`config.mk`:
```
export PLATFORM = sky130hd
export DESIGN_NAME = handshake_master_fifo
export DESIGN_NICKNAME = d
export VERILOG_FILES = /design/src/rtl/handshake_master_fifo.sv
export SDC_FILE = /design/constraint.sdc
export NUM_CORES = 1
export LEC_CHECK = 0
export ABC_AREA = 1
export BUFFER_PORTS_ARGS = -buffer_cell sky130_fd_sc_hd__buf_2
export CORE_UTILIZATION = 40
export DETAILED_ROUTE_END_ITERATION = 8
export REMOVE_ABC_BUFFERS = 1
export SYNTH_ARGS = -nofsm -noshare
export SYNTH_HDL_FRONTEND = slang
export SYNTH_SLANG_ARGS = --single-unit
```
`constraint.sdc`:
```
create_clock -name clk -period 2.5 [get_ports clk]
set_input_delay 0.5 -clock clk [delete_from_list [all_inputs] [get_ports clk]]
set_output_delay 0.5 -clock clk [all_outputs]
set_load 0.005 [all_outputs]
```
`src/rtl/handshake_master_fifo.sv`:
```
`default_nettype none
// ============================================================================
// Module      : handshake_master_fifo
// Description : Valid/ready source. Producer words are buffered in a
//               DEPTH-entry register FIFO and presented on a handshake output
//               whose valid/data are held stable until the sink accepts them.
//               Optional stall watchdog compiled in with the macro
//               HANDSHAKE_TIMEOUT_EN; without it, timeout is tied to 0.
// Revision    : 1.0 - initial release
// ============================================================================
module handshake_master_fifo #(
    parameter int DATA_W      = 8,
    parameter int DEPTH       = 4,
    parameter int TIMEOUT_CYC = 255
) (
    input  logic                     clk,
    input  logic                     rst,
    input  logic [DATA_W-1:0]        in_data,
    input  logic                     in_valid,
    output logic                     in_ready,
    output logic [DATA_W-1:0]        out_data,
    output logic                     out_valid,
    input  logic                     out_ready,
    output logic [$clog2(DEPTH):0]   count,
    output logic                     empty,
    output logic                     full,
    output logic                     timeout
);

    localparam int c_ADDR_W = $clog2(DEPTH);
    localparam int c_CNT_W  = c_ADDR_W + 1;

    localparam logic [c_ADDR_W-1:0] c_PTR_ONE  = c_ADDR_W'(1);
    localparam logic [c_CNT_W-1:0]  c_CNT_ONE  = c_CNT_W'(1);
    localparam logic [c_CNT_W-1:0]  c_CNT_FULL = c_CNT_W'(DEPTH);

    logic [DATA_W-1:0]   r_mem [DEPTH];
    logic [c_ADDR_W-1:0] r_wr_ptr;
    logic [c_ADDR_W-1:0] r_rd_ptr;
    logic [c_CNT_W-1:0]  r_count;

    logic w_push;
    logic w_pop;

    // Status flags come straight from the registered count, so none of them
    // (out_valid in particular) has a combinational path from out_ready.
    assign full      = (r_count == c_CNT_FULL);
    assign empty     = (r_count == '0);
    assign in_ready  = !full;
    assign out_valid = !empty;
    assign count     = r_count;

    // Head word is a plain register read: stable while the sink stalls.
    assign out_data  = r_mem[r_rd_ptr];

    assign w_push = in_valid && in_ready;
    assign w_pop  = out_valid && out_ready;

    // Storage array; cleared on reset so out_data reads 0 afterwards.
    always_ff @(posedge clk or posedge rst) begin
        if (rst) begin
            for (int i = 0; i < DEPTH; i++) begin
                r_mem[i] <= '0;
            end
        end else if (w_push) begin
            r_mem[r_wr_ptr] <= in_data;
        end
    end

    // Write pointer advances on every accepted word, wrapping modulo DEPTH.
    always_ff @(posedge clk or posedge rst) begin
        if (rst) begin
            r_wr_ptr <= '0;
        end else if (w_push) begin
            r_wr_ptr <= r_wr_ptr + c_PTR_ONE;
        end
    end

    // Read pointer advances on every completed output handshake.
    always_ff @(posedge clk or posedge rst) begin
        if (rst) begin
            r_rd_ptr <= '0;
        end else if (w_pop) begin
            r_rd_ptr <= r_rd_ptr + c_PTR_ONE;
        end
    end

    // Occupancy: simultaneous push and pop leave it unchanged.
    always_ff @(posedge clk or posedge rst) begin
        if (rst) begin
            r_count <= '0;
        end else begin
            case ({w_push, w_pop})
                2'b10:   r_count <= r_count + c_CNT_ONE;
                2'b01:   r_count <= r_count - c_CNT_ONE;
                default: r_count <= r_count;
            endcase
        end
    end

`ifdef HANDSHAKE_TIMEOUT_EN
    localparam int c_TO_W = $clog2(TIMEOUT_CYC + 1);

    localparam logic [c_TO_W-1:0] c_TO_MAX = c_TO_W'(TIMEOUT_CYC);
    localparam logic [c_TO_W-1:0] c_TO_ONE = c_TO_W'(1);

    logic [c_TO_W-1:0] r_stall_cnt;
    logic              r_timeout;
    logic              w_stall;

    // A stall is a presented word the sink refuses this cycle.
    assign w_stall = out_valid && !out_ready;

    // Consecutive stall cycles, saturating at the threshold; any pop or an
    // idle output restarts the count.
    always_ff @(posedge clk or posedge rst) begin
        if (rst) begin
            r_stall_cnt <= '0;
        end else if (!w_stall) begin
            r_stall_cnt <= '0;
        end else if (r_stall_cnt != c_TO_MAX) begin
            r_stall_cnt <= r_stall_cnt + c_TO_ONE;
        end
    end

    // Sticky flag, raised on the edge where the stall count hits the threshold.
    always_ff @(posedge clk or posedge rst) begin
        if (rst) begin
            r_timeout <= 1'b0;
        end else if (w_stall && ((r_stall_cnt + c_TO_ONE) == c_TO_MAX)) begin
            r_timeout <= 1'b1;
        end
    end

    assign timeout = r_timeout;
`else
    // Watchdog not built; the threshold parameter has no effect here.
    logic w_unused_timeout_cfg;
    assign w_unused_timeout_cfg = (TIMEOUT_CYC > 0);
    assign timeout              = 1'b0;
`endif

endmodule
`default_nettype wire

```
==> run summary, run 1 <==
status: completed
final wirelength: 4.87 mm
H-tree Lvls: 2
met3 Use GR: 0.0439
crit path launch type: flip-flop
Post-Syn Area: 2050 sq um
chip height: 73.6 um
most frequent cells in the layout: 83 x nand2_1, 39 x dfrtp_1, 33 x nand4_1, 26 x buf_2, 24 x nor2_1
crit end category: output pin
share of layout cells above drive strength 1: 0.166
fin crit period: 1.97 ns
Synth Area per Inst: 8.08 sq um
antenna-violating nets left: 0
antenna cell count: 0
post-synth top area cell: dfrtp_1
TritonCTS clock tree: done
clock-pin slew on the worst setup and hold paths: 0.08 ns
# IOs: 28
Fillers: 534
fin area: 2300 sq um
GR Util All Layers: 0.203
Initial Util: 0.426
placed cells: 336
total congestion overflow: 0
CP required: 2.00 ns
Worst-Skew Late Latency: 0.29 ns
cell count after synthesis: 254
cts bufs inserted: 5
commonest non-fill, non-tap cell in the layout: nand2_1
grt met1 use: 0.278
Max Slew Vio Count: 0
DRC Markers: 0
ranking of synthesized cells by area: dfrtp_1 48%, nand2_1 15%, nand4_1 10%
routed len/inst: 14.2 um
P&R area growth vs syn: 11.8%
Achievable Freq: 508 MHz
pin count of the biggest net entering global routing: 41
Synth cell types: 20
register bit total from synthesis: 39
CTS resizes: 0
TritonRoute pass-1 iters: 4
Arrival @ worst endpoint: 1.47 ns
Vias: 1,751
Most Crowded Layer GR: met2
maximum clock path buffer count: 2
Leakage: 0.00123 uW
number of hold buffers added after cts: 0
layout net count: 294
final cell count without fillers: 344
Synth Warn #: 0
Post-CTS Setup Inserts: 0
num rows: 25
top cell type's share of synthesized area: 0.475
Final Cycle Share: 0.787
global-route wire length before repair: 8.16 mm
Max-Cap Viols: 0
DR iter-0 viols: 137
core area: 4820 sq um
Crit Path Max Fanout: 17
sequential-to-total area share from yosys stat: 0.475
number of global-route vias before repair: 1,606
final weighted congestion in routability-driven placement: 0.693
power density over the cells: 1310 nW/um^2
hold slack: 0.317 ns
Root Driver: clkbuf_8
worst-case vdd ir drop: 572 uV
Hold Path Class: primary input to asynchronous set/reset pin
clock sinks: 39
DP Area: 2180 sq um
endpoints failing setup: 0
port buffer count: 26
Crit Path Category: flip-flop to output pin
full die area: 5420 sq um
DP HPWL: 3.02 mm
Final TNS setup: 0 ns
Setup Skew: 0.00792 ns
RSZ-0062 raised after global routing: false
initial antenna violation count: 0
vias per cell: 5.09
met2 Use GR: 0.324
Pwr Total: 3000 uW
chip width: 73.6 um
final hold violations: 0
-- final timing paths --
path / start / endpoint / slack, ns / cells past startpoint
worst min-delay path: rst / r_mem[19]$_DFFE_PP0P_ / 0.32 / 3
worst min register to register: r_mem[4]$_DFFE_PP0P_ / r_mem[4]$_DFFE_PP0P_ / 0.47 / 2
worst max-delay path: r_rd_ptr[1]$_DFFE_PP0P_ / out_data[3] / 0.53 / 4
max in group asynchronous: rst / r_mem[2]$_DFFE_PP0P_ / 1.84 / 3
min in group clk: out_ready / r_rd_ptr[1]$_DFFE_PP0P_ / 0.46 / 3
worst max register to register: count[0]$_DFFE_PP0P_ / count[2]$_DFFE_PP0P_ / 0.68 / 11
-- logic make-up (layout without fill, tap and decap cells) --
group           after synthesis  in the layout  synth area share
compound gates               25             25            0.0609
other cells                   1              1           0.00183
simple gates                151            151             0.329
fa+ha+maj                     6              6            0.0402
xor+xnor                      1              1           0.00427
flops                        39             39             0.475
buf+inv                      31             54            0.0884
-- metrics by stage --
step,util,setup slack [ns]
floorplan,-,0.464
global placement,0.453,0.648
detailed placement,0.453,0.603
CTS,0.477,0.505
global route,0.477,0.388
finish,0.477,0.532
-- power by group --
part           total [uW]  internal [uW]  leakage, uW  switching, uW
logic                1370            517     0.000681            852
registers            1100            926     0.000487            177
clock network         530            297    0.0000581            233
total                3000           1740      0.00123           1260
-- state kept, by name, summed over array words and instances (netlist names) --
signal and cells:
r_mem 32, r_wr_ptr 2, r_rd_ptr 2, count 3
-- Yosys cell counts, drive strengths merged --
library cell and instances:
nand3 9, dfrtp 39, nand4 33, ha 5, nor2 25, fa 1
inv 14, buf 17, o21ai 25, xnor2 1, nand2 84, conb 1
-- cell type report --
| cell class | count | area [sq um] | share of cell area |
|---|---|---|---|
| clock inverters | 3 | 43.8 | 0.0191 |
| multi-input cells | 184 | 896 | 0.390 |
| inverters | 14 | 52.6 | 0.0229 |
| well taps | 67 | 83.8 | 0.0365 |
| flip-flops and latches | 39 | 976 | 0.425 |
| clock buffers | 5 | 68.8 | 0.0300 |
| repair buffers | 32 | 175 | 0.0763 |
-- critical path, stage by stage (launching register included) --
cell	delay [ns]
dfrtp_1	0.42
inv_2	0.28
o21ai_0	0.15
o21ai_0	0.18
buf_2	0.14
-- routing by layer --
layer	up-vias	wire length, um
met2	38	2290
met4	0	63
met3	4	211
met1	828	2310
met5	-	0
li1	881	-
(Power assumes the default switching activity.)
==> inputs of run 2 (changes only) <==
Settings changed: ABC_AREA 1 to 0.
Clock period 2.5 ns to 1.6 ns, I/O delays scaled along.
==> run 2 against run 1 <==
Effect of this change:
- the flow now finishes with violations (DRC, setup timing)
- critical path depth fell by 1
- hold slack lost 0.19 ns
- setup slack worse by 0.75 ns
- synthesized area shrank 6.7%
- clock power is 57% higher
- sequential power up 69%
- die area is 6.5% lower
- design area is 5.1% higher
- global-route usage down 4.0 points
==> run summary, run 2 <==
endpoints failing setup: 12 (+12)
Root Driver: clkbuf_8
H-tree Lvls: 2 (unchanged)
Fillers: 367 (-31%)
Crit Path Category: flip-flop to output pin
FF-to-FF setup slack: -0.17 ns (-0.85 ns)
crit path launch type: flip-flop
GR Util All Layers: 0.163 (-0.0403)
Achievable Freq: 549 MHz
vias per cell: 5.18 (+1.7%)
clock-pin slew on the worst setup and hold paths: 0.08 ns (about the same)
crit end category: output pin
CP required: 1.28 ns (-0.72 ns)
Finished Core Util: 0.539 (+0.0625)
TritonRoute pass-1 iters: 6 (+2)
worst setup margin: -0.223 ns (-0.755 ns)
most common library cells after synthesis: 39 x dfrtp_1, 24 x mux2_2, 9 x mux2_4
post-synth top area cell: dfrtp_1
RSZ-0062 raised after global routing: true
Post-Syn Area: 1920 sq um (-6.7%)
Vias: 1,139 (-35%)
Crit Path Max Fanout: 7 (-10)
antenna-violating nets left: 0 (unchanged)
TritonCTS clock tree: done
Synth async-reset ratio: 1.00 (unchanged)
power density over the cells: 2160 nW/um^2 (+66%)
Synth Warn #: 0 (unchanged)
top-count cell post-synth: dfrtp_1
total congestion overflow: 0 (unchanged)
share of layout cells above drive strength 1: 0.649 (+0.483)
top cell type's share of synthesized area: 0.509 (+0.0342)
Synth Area per Inst: 16.1 sq um (+99%)
crit path launch: r_rd_ptr[0]$_DFFE_PP0P_
routed len/inst: 16.3 um (+15%)
final wirelength: 3.59 mm (-26%)
placed cells: 209 (-38%)
Sw Pwr: 1660 uW (+32%)
antenna cell count: 0 (unchanged)
status: finished, violations left
chip height: 71.2 um (-3.3%)
hold slack: 0.127 ns (-0.190 ns)
failing checks: DRC, setup timing
reg2reg end: count[2]$_DFFE_PP0P_
Largest register FFs: 32 (unchanged)
Reg power frac: 0.357 (-0.010)
ranking of synthesized cells by area: dfrtp_1 51%, mux2_2 14%, mux4_2 9.4%
cts bufs inserted: 5 (unchanged)
chip width: 71.2 um (-3.3%)
P&R area growth vs syn: 25.9%
Arrival @ worst endpoint: 1.50 ns (+0.03 ns)
Synth cell types: 23 (+15%)
pin count of the biggest net entering global routing: 40 (-2.4%)
worst-case reg-to-reg path depth: 10 (-1)
commonest non-fill, non-tap cell in the layout: dfrtp_1
final hold violations: 0 (unchanged)
Setup Skew: 0.00464 ns (-0.00328 ns)
Post-synth EDFFs: 0 (unchanged)
num rows: 24 (-4.0%)
register bit total from synthesis: 39 (unchanged)
Top FF cell, synth: dfrtp_1
most frequent cells in the layout: 38 x dfrtp_1, 25 x buf_2, 24 x mux2_2, 13 x buf_4, 9 x mux2_4
Pint: 3560 uW (+100%)
Final Cycle Share: 1.14
full die area: 5070 sq um (-6.5%)
Max-Cap Viols: 0 (unchanged)
Clk pwr share: 0.159 (-0.018)
Hold Path Class: primary input to asynchronous set/reset pin
Initial Util: 0.428 (+0.00190)
sw frac: 0.319 (-0.102)
DP HPWL: 2.48 mm (-18%)
final cell count without fillers: 220 (-36%)
DR iter-0 viols: 51 (-63%)
final weighted congestion in routability-driven placement: 0.741 (+7.0%)
Max Slew Vio Count: 0 (unchanged)
Combinational Power Share: 0.484 (+0.028)
port buffer count: 26 (unchanged)
number of global-route vias before repair: 1,284 (-20%)
sequential-to-total area share from yosys stat: 0.509 (+0.0342)
Worst-Skew Late Latency: 0.29 ns (about the same)
global-route wire length before repair: 6.09 mm (-25%)
worst-case vdd ir drop: 1140 uV (+98%)
initial antenna violation count: 0 (unchanged)
layout net count: 185 (-37%)
DRC Markers: 4 (+4)
clock sinks: 39 (unchanged)
core area: 4470 sq um (-7.1%)
# IOs: 28 (unchanged)
fin crit period: 1.82 ns
cell count after synthesis: 119 (-53%)
maximum clock path buffer count: 2 (unchanged)
Largest Register: r_mem
Critical R2R Launch: count[1]$_DFFE_PP0P_
Leakage: 0.00111 uW (-9.6%)
[run 2: worst max path at each step]
stage / end / slack (ns) / depth (start not counted)
after CTS: out_data[6] / -0.24 / 3
after global routing: out_data[6] / -0.29 / 3
after detailed placement: count[2]$_DFFE_PP0P_ / -0.23 / 10
final: out_data[6] / -0.22 / 3
after global placement: count[2]$_DFFE_PP0P_ / -0.17 / 10
after floorplan: count[2]$_DFFE_PP0P_ / -0.40 / 10
[run 2: layer usage]
metal | vias to the layer above | wire length [um] | track usage
met5 | - | 0 | 0
met4 | 0 | 80 | 0.0733
met3 | 9 | 143 | 0.0399
met2 | 29 | 1780 | 0.269
met1 | 585 | 1580 | 0.203
li1 | 516 | - | -
[run 2: repair_timing]
item                       CTS  global route
resized for setup           14             4
cloned                       0             0
setup endpoints to repair   13            13
pin swaps                    1             7
setup buffers                1             4
hold buffers                 0             0
[run 2: final cells by class]
| cell class | count | area [sq um] | area share |
|---|---|---|---|
| clock buffers | 5 | 68.8 | 0.0285 |
| inverters | 8 | 37.5 | 0.0156 |
| flip-flops and latches | 39 | 977 | 0.405 |
| multi-input cells | 69 | 912 | 0.378 |
| repair buffers | 44 | 308 | 0.128 |
| well taps | 52 | 65.1 | 0.0270 |
| clock inverters | 3 | 43.8 | 0.0182 |
[run 2: metrics by stage]
stage	setup slack [ns]	total power [uW]	area [sq um]	setup TNS [ns]
2_1_floorplan	-0.396	3350	1900	-0.616
3_3_place_gp	-0.166	4120	2220	-0.324
3_5_place_dp	-0.230	4250	2220	-0.396
4_1_cts	-0.241	5230	2390	-2.29
5_1_grt	-0.285	5560	2410	-2.78
6_report	-0.223	5220	2410	-2.06
[run 2: logic make-up (layout without fill, tap and decap cells)]
family                   Yosys count  in the layout  synth area share
flip-flops                        39             39             0.509
adder cells (fa/ha/maj)            6              6            0.0431
AO/OA/AOI/OAI                      1              1           0.00523
XOR/XNOR                           6              6            0.0274
other                              1              1           0.00196
AND/OR/NAND/NOR                   13             13            0.0738
multiplexers                      42             42             0.311
buffers and inverters             11             60            0.0281
[run 2: critical path: stages (launching register included)]
cell and delay [ns]:
dfrtp_1 0.40, buf_12 0.15, mux4_2 0.51, buf_2 0.14
[run 2: power groups by stage]
stage          registers [uW]  logic [uW]  clock network (uW)
2_1_floorplan            1810        1540                   0
4_1_cts                  1870        2510                 847
5_1_grt                  1930        2740                 880
3_5_place_dp             1870        2380                   0
3_3_place_gp             1810        2310                   0
6_report                 1860        2530                 831
==> inputs of run 3 (changes only) <==
Settings changed: SETUP_SLACK_MARGIN from default to 0.02.
==> run 3 against run 2 <==
Effect of this change:
- the flow still finishes with violations (DRC, setup timing)
- sequential cell count did not move
- core utilization up 0.39 points
- largest cell class unchanged
- sequential share of layout area down 0.29 points
- highest routed layer unchanged
- wire length rose by 0.67%
- setup slack about the same
- critical path depth is the same
- clock skew barely moved
- via count decreased by 0.18%
- count of clock-buffer cells in the layout is the same
- die area is the same
==> run summary, run 3 (synthesized netlist as in run 2, its figures left out) <==
status: finished, violations left
failing checks: DRC, setup timing
clock sinks: 39 (unchanged)
maximum clock path buffer count: 2 (unchanged)
chip width: 71.2 um (unchanged)
TritonRoute pass-1 iters: 6 (unchanged)
Worst-Skew Late Latency: 0.30 ns (about the same)
Root Driver: clkbuf_8
crit path capture: out_data[6]
GR Util All Layers: 0.163 (+0.000307)
worst-case vdd ir drop: 1210 uV (+6.9%)
fin crit period: 1.82 ns (-0.000444 ns)
Leakage: 0.00112 uW (+0.79%)
Final Cycle Share: 1.14 (about the same)
DP HPWL: 2.48 mm (unchanged)
Vias: 1,137 (-0.18%)
RSZ-0062 raised after global routing: true
Max-Cap Viols: 0 (unchanged)
full die area: 5070 sq um (unchanged)
num rows: 24 (unchanged)
H-tree Lvls: 2 (unchanged)
worst-case reg-to-reg path depth: 10 (unchanged)
share of layout cells above drive strength 1: 0.659 (+0.0100)
commonest non-fill, non-tap cell in the layout: dfrtp_1
DRC Markers: 4 (unchanged)
Achievable Freq: 549 MHz (about the same)
P&R area growth vs syn: 26.8%
DP Area: 2220 sq um (unchanged)
chip height: 71.2 um (unchanged)
DR iter-0 viols: 40 (-22%)
layout net count: 187 (+1.1%)
core area: 4470 sq um (unchanged)
Initial Util: 0.428 (unchanged)
worst path cell trace: buf_12 -> mux4_2 -> buf_2
worst setup margin: -0.222 ns (+0.000444 ns)
most frequent cells in the layout: 38 x dfrtp_1, 25 x buf_2, 24 x mux2_2, 15 x buf_4, 9 x mux2_4
Hold Path Class: primary input to asynchronous set/reset pin
global-route wire length before repair: 6.10 mm (+0.23%)
crit path launch type: flip-flop
vias per cell: 5.12 (-1.1%)
Crit Path Max Fanout: 7 (unchanged)
Setup Skew: 0.00447 ns (-0.000169 ns)
Max Slew Vio Count: 0 (unchanged)
FF-to-FF setup slack: -0.16 ns (about the same)
Fillers: 366 (-0.27%)
final wirelength: 3.61 mm (+0.67%)
power density over the cells: 2170 nW/um^2 (+0.20%)
CP required: 1.28 ns (about the same)
Critical R2R Launch: count[0]$_DFFE_PP0P_
crit path launch: r_rd_ptr[0]$_DFFE_PP0P_
routed len/inst: 16.3 um (-0.24%)
final weighted congestion in routability-driven placement: 0.741 (unchanged)
number of global-route vias before repair: 1,276 (-0.62%)
reg2reg end: count[2]$_DFFE_PP0P_
initial antenna violation count: 0 (unchanged)
antenna cell count: 0 (unchanged)
total congestion overflow: 0 (unchanged)
crit-path max cell delay: 0.51 ns (about the same)
Crit Path Category: flip-flop to output pin
final hold violations: 0 (unchanged)
endpoints failing setup: 12 (unchanged)
clock-pin slew on the worst setup and hold paths: 0.08 ns (about the same)
port buffer count: 26 (unchanged)
crit end category: output pin
# IOs: 28 (unchanged)
Crit. path cell count: 3 (unchanged)
Largest Register: r_mem
cts bufs inserted: 5 (unchanged)
Largest register FFs: 32 (unchanged)
Finished Core Util: 0.543 (+0.00392)
Bufs and invs on worst path: 2 (unchanged)
number of hold buffers added after cts: 0 (unchanged)
fin area: 2430 sq um (+0.73%)
antenna-violating nets left: 0 (unchanged)
Arrival @ worst endpoint: 1.50 ns (about the same)
critical path's slowest cell: mux4_2
pin count of the biggest net entering global routing: 40 (unchanged)
TritonCTS clock tree: done
CP delay by family, top: multiplexers
==> run 3: worst min-delay path by stage <==
stage,to,slack (ns),cells after the start
floorplan,r_mem[10]$_DFFE_PP0P_,0.47,1
global placement,r_mem[13]$_DFFE_PP0P_,0.45,3
detailed placement,count[1]$_DFFE_PP0P_,0.47,3
CTS,r_mem[18]$_DFFE_PP0P_,0.15,3
global route,r_mem[18]$_DFFE_PP0P_,0.18,3
finish,count[1]$_DFFE_PP0P_,0.13,3
==> run 3: cell type report <==
| cell class | count | area [sq um] | area share |
|---|---|---|---|
| clock buffer | 5 | 68.8 | 0.0283 |
| clock inverter | 3 | 43.8 | 0.0180 |
| inverter | 8 | 37.5 | 0.0154 |
| multi-input combinational | 69 | 915 | 0.376 |
| sequential | 39 | 977 | 0.402 |
| tap | 52 | 65.1 | 0.0268 |
| timing repair buffer | 46 | 323 | 0.133 |
==> run 3: stage by stage <==
step           total power (uW)  hold WS [ns]  setup TNS (ns)  worst slack [ns]  instances
2_1_floorplan              3350         0.468          -0.616            -0.396        116
3_3_place_gp               4120         0.453          -0.324            -0.166        209
3_5_place_dp               4250         0.471          -0.396            -0.230        209
4_1_cts                    5240         0.146           -2.29            -0.241        218
5_1_grt                    5600         0.184           -2.77            -0.285        222
6_report                   5270         0.127           -2.06            -0.222        222
==> run 3: per-layer routing <==
| layer | global-route usage | vias to the layer above | wire [um] |
|---|---|---|---|
| met2 | 0.269 | 29 | 1790 |
| met4 | 0.0733 | 0 | 76 |
| li1 | - | 522 | - |
| met5 | 0 | - | 0 |
| met1 | 0.204 | 577 | 1600 |
| met3 | 0.0399 | 9 | 145 |
==> run 3: worst reg2reg max path, cell delays in order (launching register included) <==
cell      delay, ns
dfrtp_1        0.41
inv_2          0.09
nand3_4        0.09
inv_8          0.07
nand2b_4       0.12
ha_4           0.13
inv_2          0.03
fa_2           0.32
xor2_1         0.16
nor2_1         0.12
xor2_1         0.14
==> run 3: repair_timing <==
| action | 4_1_cts | 5_1_grt |
|---|---|---|
| endpoints found under the setup margin | 13 | 14 |
| setup buffers | 1 | 6 |
| gates resized for setup | 15 | 4 |
| pin swaps | 1 | 8 |
==> run 3: where the power goes <==
part	total [uW]	internal, uW	switching [uW]	leakage, uW
sequential	1860	1500	359	0.000460
combinational	2580	1630	951	0.000599
clock	830	464	365	0.0000581
